### src/rtl/sprite_update_scheduler.sv
// sprite_update_scheduler: round-robin capture of sprite positions, committed to the renderer at vblank.
// Define SPRITE_CLAMP_EN to saturate accepted positions to the playfield and flag clamping.
module sprite_update_scheduler #(
    parameter int NUM_SPRITES = 4,
    parameter int X_W = 10,
    parameter int Y_W = 9,
    parameter int X_MIN = 11,
    parameter int X_MAX = 609,
    parameter int Y_MIN = 21,
    parameter int Y_MAX = 449
) (
    input  logic                     master_clk,
    input  logic                     reset,
    input  logic                     vblank_start,
    input  logic [NUM_SPRITES-1:0]   req,
    input  logic [NUM_SPRITES*X_W-1:0] req_x,
    input  logic [NUM_SPRITES*Y_W-1:0] req_y,
    output logic [NUM_SPRITES-1:0]   grant,
    output logic [NUM_SPRITES*X_W-1:0] active_x,
    output logic [NUM_SPRITES*Y_W-1:0] active_y,
    output logic [NUM_SPRITES-1:0]   active_valid,
    output logic                     commit,
    output logic [15:0]              frame_count,
    output logic                     clamp_hit
);
    localparam int PTR_W = NUM_SPRITES > 1 ? $clog2(NUM_SPRITES) : 1;
`ifdef SPRITE_CLAMP_EN
    localparam bit CLAMP_EN = 1'b1;
`else
    localparam bit CLAMP_EN = 1'b0;
`endif

    typedef enum logic {ACCEPT, COMMIT} state_t;
    state_t state;

    logic [PTR_W-1:0] ptr, idx, winIdx, nextPtr;
    logic found, altered;
    logic [NUM_SPRITES*X_W-1:0] pendX;
    logic [NUM_SPRITES*Y_W-1:0] pendY;
    logic [NUM_SPRITES-1:0] pendDirty;
    logic [X_W-1:0] selX, accX;
    logic [Y_W-1:0] selY, accY;

    // Rotating priority: first requester at or above the pointer wins.
    always_comb begin
        found = 1'b0;
        winIdx = '0;
        idx = '0;
        for (int k = 0; k < NUM_SPRITES; k++) begin
            idx = PTR_W'((int'(ptr) + k) % NUM_SPRITES);
            if (!found && req[idx]) begin
                found = 1'b1;
                winIdx = idx;
            end
        end
        nextPtr = (int'(winIdx) == NUM_SPRITES - 1) ? '0 : winIdx + 1'b1;
        selX = req_x[int'(winIdx)*X_W +: X_W];
        selY = req_y[int'(winIdx)*Y_W +: Y_W];
        accX = !CLAMP_EN ? selX : selX < X_W'(X_MIN) ? X_W'(X_MIN) : selX > X_W'(X_MAX) ? X_W'(X_MAX) : selX;
        accY = !CLAMP_EN ? selY : selY < Y_W'(Y_MIN) ? Y_W'(Y_MIN) : selY > Y_W'(Y_MAX) ? Y_W'(Y_MAX) : selY;
        altered = (accX != selX) || (accY != selY);
    end

    always_ff @(posedge master_clk) begin
        if (reset) begin
            state <= ACCEPT;
            ptr <= '0;
            grant <= '0;
            commit <= 1'b0;
            pendX <= '0;
            pendY <= '0;
            pendDirty <= '0;
            active_x <= '0;
            active_y <= '0;
            active_valid <= '0;
            frame_count <= '0;
            clamp_hit <= 1'b0;
        end else begin
            grant <= '0;
            commit <= 1'b0;
            if (state == COMMIT) begin
                for (int i = 0; i < NUM_SPRITES; i++) begin
                    if (pendDirty[i]) begin
                        active_x[i*X_W +: X_W] <= pendX[i*X_W +: X_W];
                        active_y[i*Y_W +: Y_W] <= pendY[i*Y_W +: Y_W];
                    end
                end
                active_valid <= active_valid | pendDirty;
                pendDirty <= '0;
                commit <= 1'b1;
                frame_count <= frame_count + 16'd1;
                state <= ACCEPT;
            end else if (vblank_start) begin
                state <= COMMIT;
            end else if (found) begin
                grant <= NUM_SPRITES'(1) << winIdx;
                pendX[int'(winIdx)*X_W +: X_W] <= accX;
                pendY[int'(winIdx)*Y_W +: Y_W] <= accY;
                pendDirty[winIdx] <= 1'b1;
                ptr <= nextPtr;
                clamp_hit <= clamp_hit | altered;
            end
        end
    end
endmodule

### config.mk
export PLATFORM = sky130hd
export DESIGN_NAME = sprite_update_scheduler
export DESIGN_NICKNAME = d
export VERILOG_FILES = /design/src/rtl/sprite_update_scheduler.sv
export SDC_FILE = /design/constraint.sdc
export NUM_CORES = 1
export LEC_CHECK = 0
export BUFFER_PORTS_ARGS = -buffer_cell sky130_fd_sc_hd__buf_2
export CAP_MARGIN = 10
export CORE_ASPECT_RATIO = 2
export CORE_MARGIN = 10
export CORE_UTILIZATION = 57
export CTS_CLUSTER_SIZE = 20
export DETAILED_ROUTE_END_ITERATION = 8
export HOLD_SLACK_MARGIN = 0.08
export PLACE_DENSITY = 0.87
export SLEW_MARGIN = 15
export SYNTH_ARGS = -nofsm -noshare
export SYNTH_HDL_FRONTEND = slang
export SYNTH_SLANG_ARGS = --single-unit
export TNS_END_PERCENT = 5
### constraint.sdc
create_clock -name master_clk -period 5.65 [get_ports master_clk]
set_input_delay 1.13 -clock master_clk [delete_from_list [all_inputs] [get_ports master_clk]]
set_output_delay 1.13 -clock master_clk [all_outputs]
set_load 0.005 [all_outputs]
==> results.sh, run 1 <==
export IMPL_drv_cap=0
export IMPL_cp_max_fo=20
export IMPL_netlist_area_leader_share_pct=48.9
export IMPL_total_power_uw=2890
export IMPL_syn_avg_cell_area_sq_um=8.57
export IMPL_route_detailed_wl_per_inst_microns=19.9
export IMPL_cts_sinks=184
export IMPL_cp_num_buf_inv=3
export IMPL_start_util_pct=58.0
export IMPL_portBuffers=183
export IMPL_r2r_start="ptr[1]$_SDFFE_PP0P_"
export IMPL_final_cells=1197
export IMPL_grt_ovfl_total=0
export IMPL_synth_cells=879
export IMPL_n_fill_cell=1078
export IMPL_final_area_sq_um=9010
export IMPL_post_route_drc_count=0
export IMPL_start_kind="input port"
export IMPL_cts_hold_buffers=0
export IMPL_async_flop_share_pct=0
export IMPL_whs_ns=0.454
export IMPL_rsz0062_at_grt="no"
export IMPL_yosysSeqAreaShare_pct=48.9
export IMPL_regArea_sq_um=3680
export IMPL_power_density_nw_per_um2=321
export IMPL_fmax_ghz=0.239
export IMPL_synth_area_sq_um=7530
export IMPL_p_leak_uw=0.00363
export IMPL_grt_max_degree=95
export IMPL_hp_start="active_y[25]$_SDFFE_PP0P_"
export IMPL_vias=7091
export IMPL_synth_top_flop_cell="dfxtp_1"
export IMPL_area_delta_synth_final_pct=19.6
export IMPL_ant_nets=0
export IMPL_drive_gt1_share_pct=22.3
export IMPL_synthMostInstantiatedCell="nand2_1"
export IMPL_die_area_sq_um=18500
export IMPL_slowest_stage="nor3_1"
export IMPL_arrival_ns=4.54
export IMPL_setup_worst_path_end_class="flop"
export IMPL_critPathMaxStageDelay_ns=0.96
export IMPL_finalHoldViolations=0
export IMPL_place_congestion=0.971
export IMPL_diodes=0
export IMPL_setup_tns_ns=0
export IMPL_post_cts_resized=0
export IMPL_min_path_cells=2
export IMPL_drt_pass1_iter_count=5
export IMPL_pin_count=185
export IMPL_crit_type="input port to flop"
export IMPL_cts_tree="done"
export IMPL_yosys_warnings=0
export IMPL_critical_path_top_delay_family="simple AND/OR/NAND/NOR gates"
export IMPL_finClkSkew_ns=0.0150
export IMPL_path_clk_slew_ns=0.07
export IMPL_cts_setup_buffers=0
export IMPL_cts_root_buf="clkbuf_16"
export IMPL_grt_pass1_vias=7209
export IMPL_wl_microns=23800
export IMPL_htree_levels=4
export IMPL_required_ns=6.01
export IMPL_cts_made_buffers=17
export IMPL_coreArea_sq_um=13000
export IMPL_cp_cell_sequence="buf_2 > mux2i_1 > o2bb2ai_1 > nor2_2 > buf_4 > inv_2 > ha_1 > nand2_1 > nor3_1 > a22oi_1 > nor2_1"
export IMPL_fin_crit_sh_pct=73.9
export IMPL_period_minus_slack_ns=4.18
export IMPL_hp_class="flop to flop"
export IMPL_multi_input_area_sq_um=3600
export IMPL_synth_common_cells="nand2_1 (197), dfxtp_1 (184), a21oi_1 (97)"
export IMPL_drt_iter0_drc=450
export IMPL_status="finished clean"
export IMPL_post_dp_hpwl_microns=17500
export IMPL_yosysTopAreaCell="dfxtp_1"
export IMPL_fin_nets=1124
export IMPL_ir_drop_uv=313
export IMPL_synth_area_leaders="dfxtp_1 (49%), nand2_1 (9.8%), a21oi_1 (6.4%)"
export IMPL_routed_via_density=5.92
export IMPL_place_area_sq_um=8450
export IMPL_num_rows=59
export IMPL_placed_cells=1165
export IMPL_ff2ff_setup_slack_ns=1.86
export IMPL_fp_dieH_microns=183
export IMPL_synth_nets=971
export IMPL_grt_pass1_wl_microns=37600
export IMPL_tightest_slew_ns=1.06
export IMPL_drv_slew=0
export IMPL_clock_latency_ns=0.44
export IMPL_whs_endpoint="active_y[25]$_SDFFE_PP0P_"
export IMPL_max_slew_margin_pct=28.7
export IMPL_cp_num_cells=11
export IMPL_ys_ff_latch=184
export IMPL_worst_r2r_path_depth=10
export IMPL_finalSetupViolCount=0
export IMPL_cts_max_path_buffers=2
export IMPL_synth_distinct_cells=55
export IMPL_grt_usage_pct=25.5
export IMPL_rr_endpoint="pendY[3]$_SDFFE_PP0P_"
export IMPL_antenna_found_initial=0
export IMPL_synth_edff_count=0
export IMPL_die_width_microns=101
worst max path at each step:
stage	from	endpoint	slack (ns)
global route	req[2]	pendY[25]$_SDFFE_PP0P_	1.10
global placement	req[2]	pendY[1]$_SDFFE_PP0P_	1.19
CTS	req[2]	pendY[1]$_SDFFE_PP0P_	1.58
floorplan	req[0]	pendY[18]$_SDFFE_PP0P_	2.05
finish	req[2]	pendY[3]$_SDFFE_PP0P_	1.47
detailed placement	req[2]	pendY[1]$_SDFFE_PP0P_	1.15
worst reg2reg max path, cell delays in order (launching register included):
cell and delay (ns):
dfxtp_1 0.43, and2_4 0.20, o2bb2ai_1 0.15, nor2_2 0.08, buf_4 0.21, inv_2 0.35, ha_1 0.53, nand2_1 0.51
nor3_1 0.96, a22oi_1 0.16, nor2_1 0.14
registers in the layout, indices dropped and copies added (netlist names):
signal	flops
state	1
frame_count	16
grant	4
ptr	2
pendX	40
active_y	36
active_valid	4
pendDirty	4
active_x	40
pendY	36
commit	1
area by class of cell:
cell class | instances | share of cell area, %
flip-flops and latches | 184 | 40.9
inverters | 7 | 0.292
repair buffers | 187 | 10.5
clock inverters | 13 | 1.47
clock buffers | 19 | 4.80
multi-input cells | 635 | 39.9
well taps | 152 | 2.11
where the power goes:
| part | internal (uW) | total (uW) | switching [uW] |
|---|---|---|---|
| Combinational | 127 | 418 | 291 |
| Clock | 587 | 1140 | 556 |
| Sequential | 1320 | 1330 | 15.7 |
logic make-up (layout without fill, tap and decap cells):
| kind of cell | after synthesis | after routing | share of synthesized area [%] |
|---|---|---|---|
| other cells | 1 | 1 | 0.0498 |
| fa+ha+maj | 9 | 9 | 1.49 |
| buf+inv | 60 | 226 | 3.35 |
| simple gates | 355 | 355 | 20.6 |
| mux | 52 | 52 | 7.46 |
| compound gates | 209 | 209 | 17.1 |
| xor+xnor | 9 | 9 | 1.05 |
| flops | 184 | 184 | 48.9 |
stage by stage:
| stage | util, % | setup WS [ns] |
|---|---|---|
| 6_report | 69.4 | 1.47 |
| 5_1_grt | 69.4 | 1.10 |
| 4_1_cts | 69.4 | 1.58 |
| 3_5_place_dp | 65.0 | 1.15 |
| 3_3_place_gp | 65.0 | 1.19 |
| 2_1_floorplan | - | 2.05 |
placed cells by master, fill, tap and decap left out, types with 9 or more instances in the layout:
cell type / n
nand2_1: 197
clkbuf_16: 17
mux2i_1: 48
ha_1: 9
nor2_1: 79
a22oi_1: 46
or3_1: 10
nor3_1: 15
o21ai_0: 28
dfxtp_1: 184
a21oi_1: 97
buf_2: 182
routing by layer:
layer	global-route usage (%)	part of all wire (%)
met1	25.2	34
met2	45.8	54
met3	6.55	7.0
met4	14.9	5.1
met5	0	0
No activity file was read; power rests on OpenSTA's default activity.
==> run 2, diff against run 1 <==
- CORE_UTILIZATION: 57 -> 48
- PLACE_DENSITY: 0.87 -> 0.79
- clock period: 5.65 -> 3.7 ns (I/O delays scaled with it)
==> results.sh, run 2 (synthesis results as in run 1) <==
export IMPL_fin_crit_sh_pct=77.1
export IMPL_status="finished clean"
export IMPL_final_cells=1263
export IMPL_die_area_sq_um=21400
export IMPL_clock_latency_ns=0.43
export IMPL_rsz0062_at_grt="no"
export IMPL_drv_slew=0
export IMPL_cts_hold_buffers=0
export IMPL_drt_iter0_drc=432
export IMPL_crit_type="input port to flop"
export IMPL_top_regs="active_x: 40 flops, pendX: 40 flops"
export IMPL_area_delta_synth_final_pct=23.0
export IMPL_drt_pass1_iter_count=5
export IMPL_cts_sinks=184
export IMPL_finClkSkew_ns=0.0110
export IMPL_finalSetupViolCount=0
export IMPL_num_rows=64
export IMPL_critPathMaxStageDelay_ns=0.62
export IMPL_arrival_ns=3.19
export IMPL_antenna_found_initial=1
export IMPL_required_ns=4.04
export IMPL_fp_dieH_microns=197
export IMPL_portBuffers=183
export IMPL_placed_cells=1230
export IMPL_grt_pass1_vias=7117
export IMPL_cts_max_path_buffers=2
export IMPL_start_util_pct=49.0
export IMPL_post_dp_hpwl_microns=18100
export IMPL_post_cts_resized=0
export IMPL_fmax_ghz=0.351
export IMPL_cts_tree="done"
export IMPL_coreArea_sq_um=15400
export IMPL_cp_num_buf_inv=2
export IMPL_path_clk_slew_ns=0.08
export IMPL_fin_nets=1143
export IMPL_cts_made_buffers=17
export IMPL_start_kind="input port"
export IMPL_slowest_stage="mux2i_1"
export IMPL_die_width_microns=109
export IMPL_place_congestion=0.950
export IMPL_drive_gt1_share_pct=23.9
export IMPL_cts_root_buf="clkbuf_16"
export IMPL_setup_worst_path_end_class="flop"
export IMPL_grt_pass1_wl_microns=37100
export IMPL_route_detailed_wl_per_inst_microns=19.0
export IMPL_power_density_nw_per_um2=491
export IMPL_tightest_slew_ns=0.776
export IMPL_pin_count=185
export IMPL_cts_setup_buffers=0
export IMPL_post_route_drc_count=0
export IMPL_grt_max_degree=67
export IMPL_vias=7134
export IMPL_p_leak_uw=0.00375
export IMPL_cp_max_fo=13
export IMPL_grt_usage_pct=21.9
export IMPL_ir_drop_uv=251
export IMPL_critical_path_top_delay_family="multiplexers"
export IMPL_htree_levels=4
export IMPL_grt_ovfl_total=0
export IMPL_finalHoldViolations=0
export IMPL_final_common_cell="nand2_1"
export IMPL_hp_class="flop to flop"
export IMPL_ant_nets=0
export IMPL_cp_cell_sequence="buf_2 > and2_4 > o211a_4 > nor2_8 > buf_4 > mux2i_1 > mux2i_1 > mux2i_1 > o221ai_1"
export IMPL_max_slew_margin_pct=46.8
export IMPL_critPathMostFrequentCell="mux2i_1"
export IMPL_final_cell_mix="nand2_1 (197), dfxtp_1 (184), buf_2 (182)"
export IMPL_period_minus_slack_ns=2.85
export IMPL_setup_tns_ns=0
export IMPL_n_fill_cell=1440
export IMPL_routed_via_density=5.65
export IMPL_wl_microns=24000
export IMPL_drv_cap=0
## run 2: cell type report
cell class,instances,area (sq um),area share [%]
Antenna cell,1,2.50,0.0270
Clock buffer,17,425,4.59
Clock inverter,15,195,2.11
Inverter,7,26.3,0.283
Multi-Input combinational cell,635,3600,38.8
Sequential cell,184,3680,39.7
Tap cell,198,248,2.67
Timing Repair Buffer,206,1090,11.8
## run 2: report_power, final
group	total, uW	internal (uW)	switching [uW]	leakage, uW
Clock	1850	928	925	0.000295
Sequential	2030	2010	24.1	0.00148
Combinational	664	221	443	0.00197
## run 2: worst min-delay path, cell delays in order (launching register included)
cell and delay, ns:
dfxtp_1 0.31, nand2_1 0.05, a21oi_1 0.05
## run 2: per-stage QoR
step	total power, uW	hold WS, ns	utilization [%]	instance area, sq um	setup WS [ns]
3_5_place_dp	2730	0.443	56.2	8650	0.445
6_report	4550	0.449	60.3	9270	0.847
5_1_grt	4690	0.469	60.3	9270	0.738
4_1_cts	4550	0.452	60.3	9270	0.893
3_3_place_gp	2720	0.435	56.2	8650	0.490
2_1_floorplan	2480	0.425	-	7530	0.491
## run 2: path summary, 6_finish.rpt
check                           depth (start not counted)  slack [ns]                   start                         to
worst max register to register                          8        0.89     ptr[1]$_SDFFE_PP0P_      pendX[1]$_SDFFE_PP0P_
worst max-delay path                                    9        0.85                  req[0]      pendX[1]$_SDFFE_PP0P_
worst min-delay path                                    2        0.45  pendX[24]$_SDFFE_PP0P_  active_x[24]$_SDFFE_PP0P_
worst min register to register                          2        0.45  pendX[24]$_SDFFE_PP0P_  active_x[24]$_SDFFE_PP0P_
## run 2: routing by layer
layer	vias to the layer above	wire [microns]	global-route usage, %
met3	93	1550	4.84
met4	0	1550	14.5
met2	304	12700	39.8
met1	3324	8220	21.3
met5	-	0	0
li1	3413	-	-
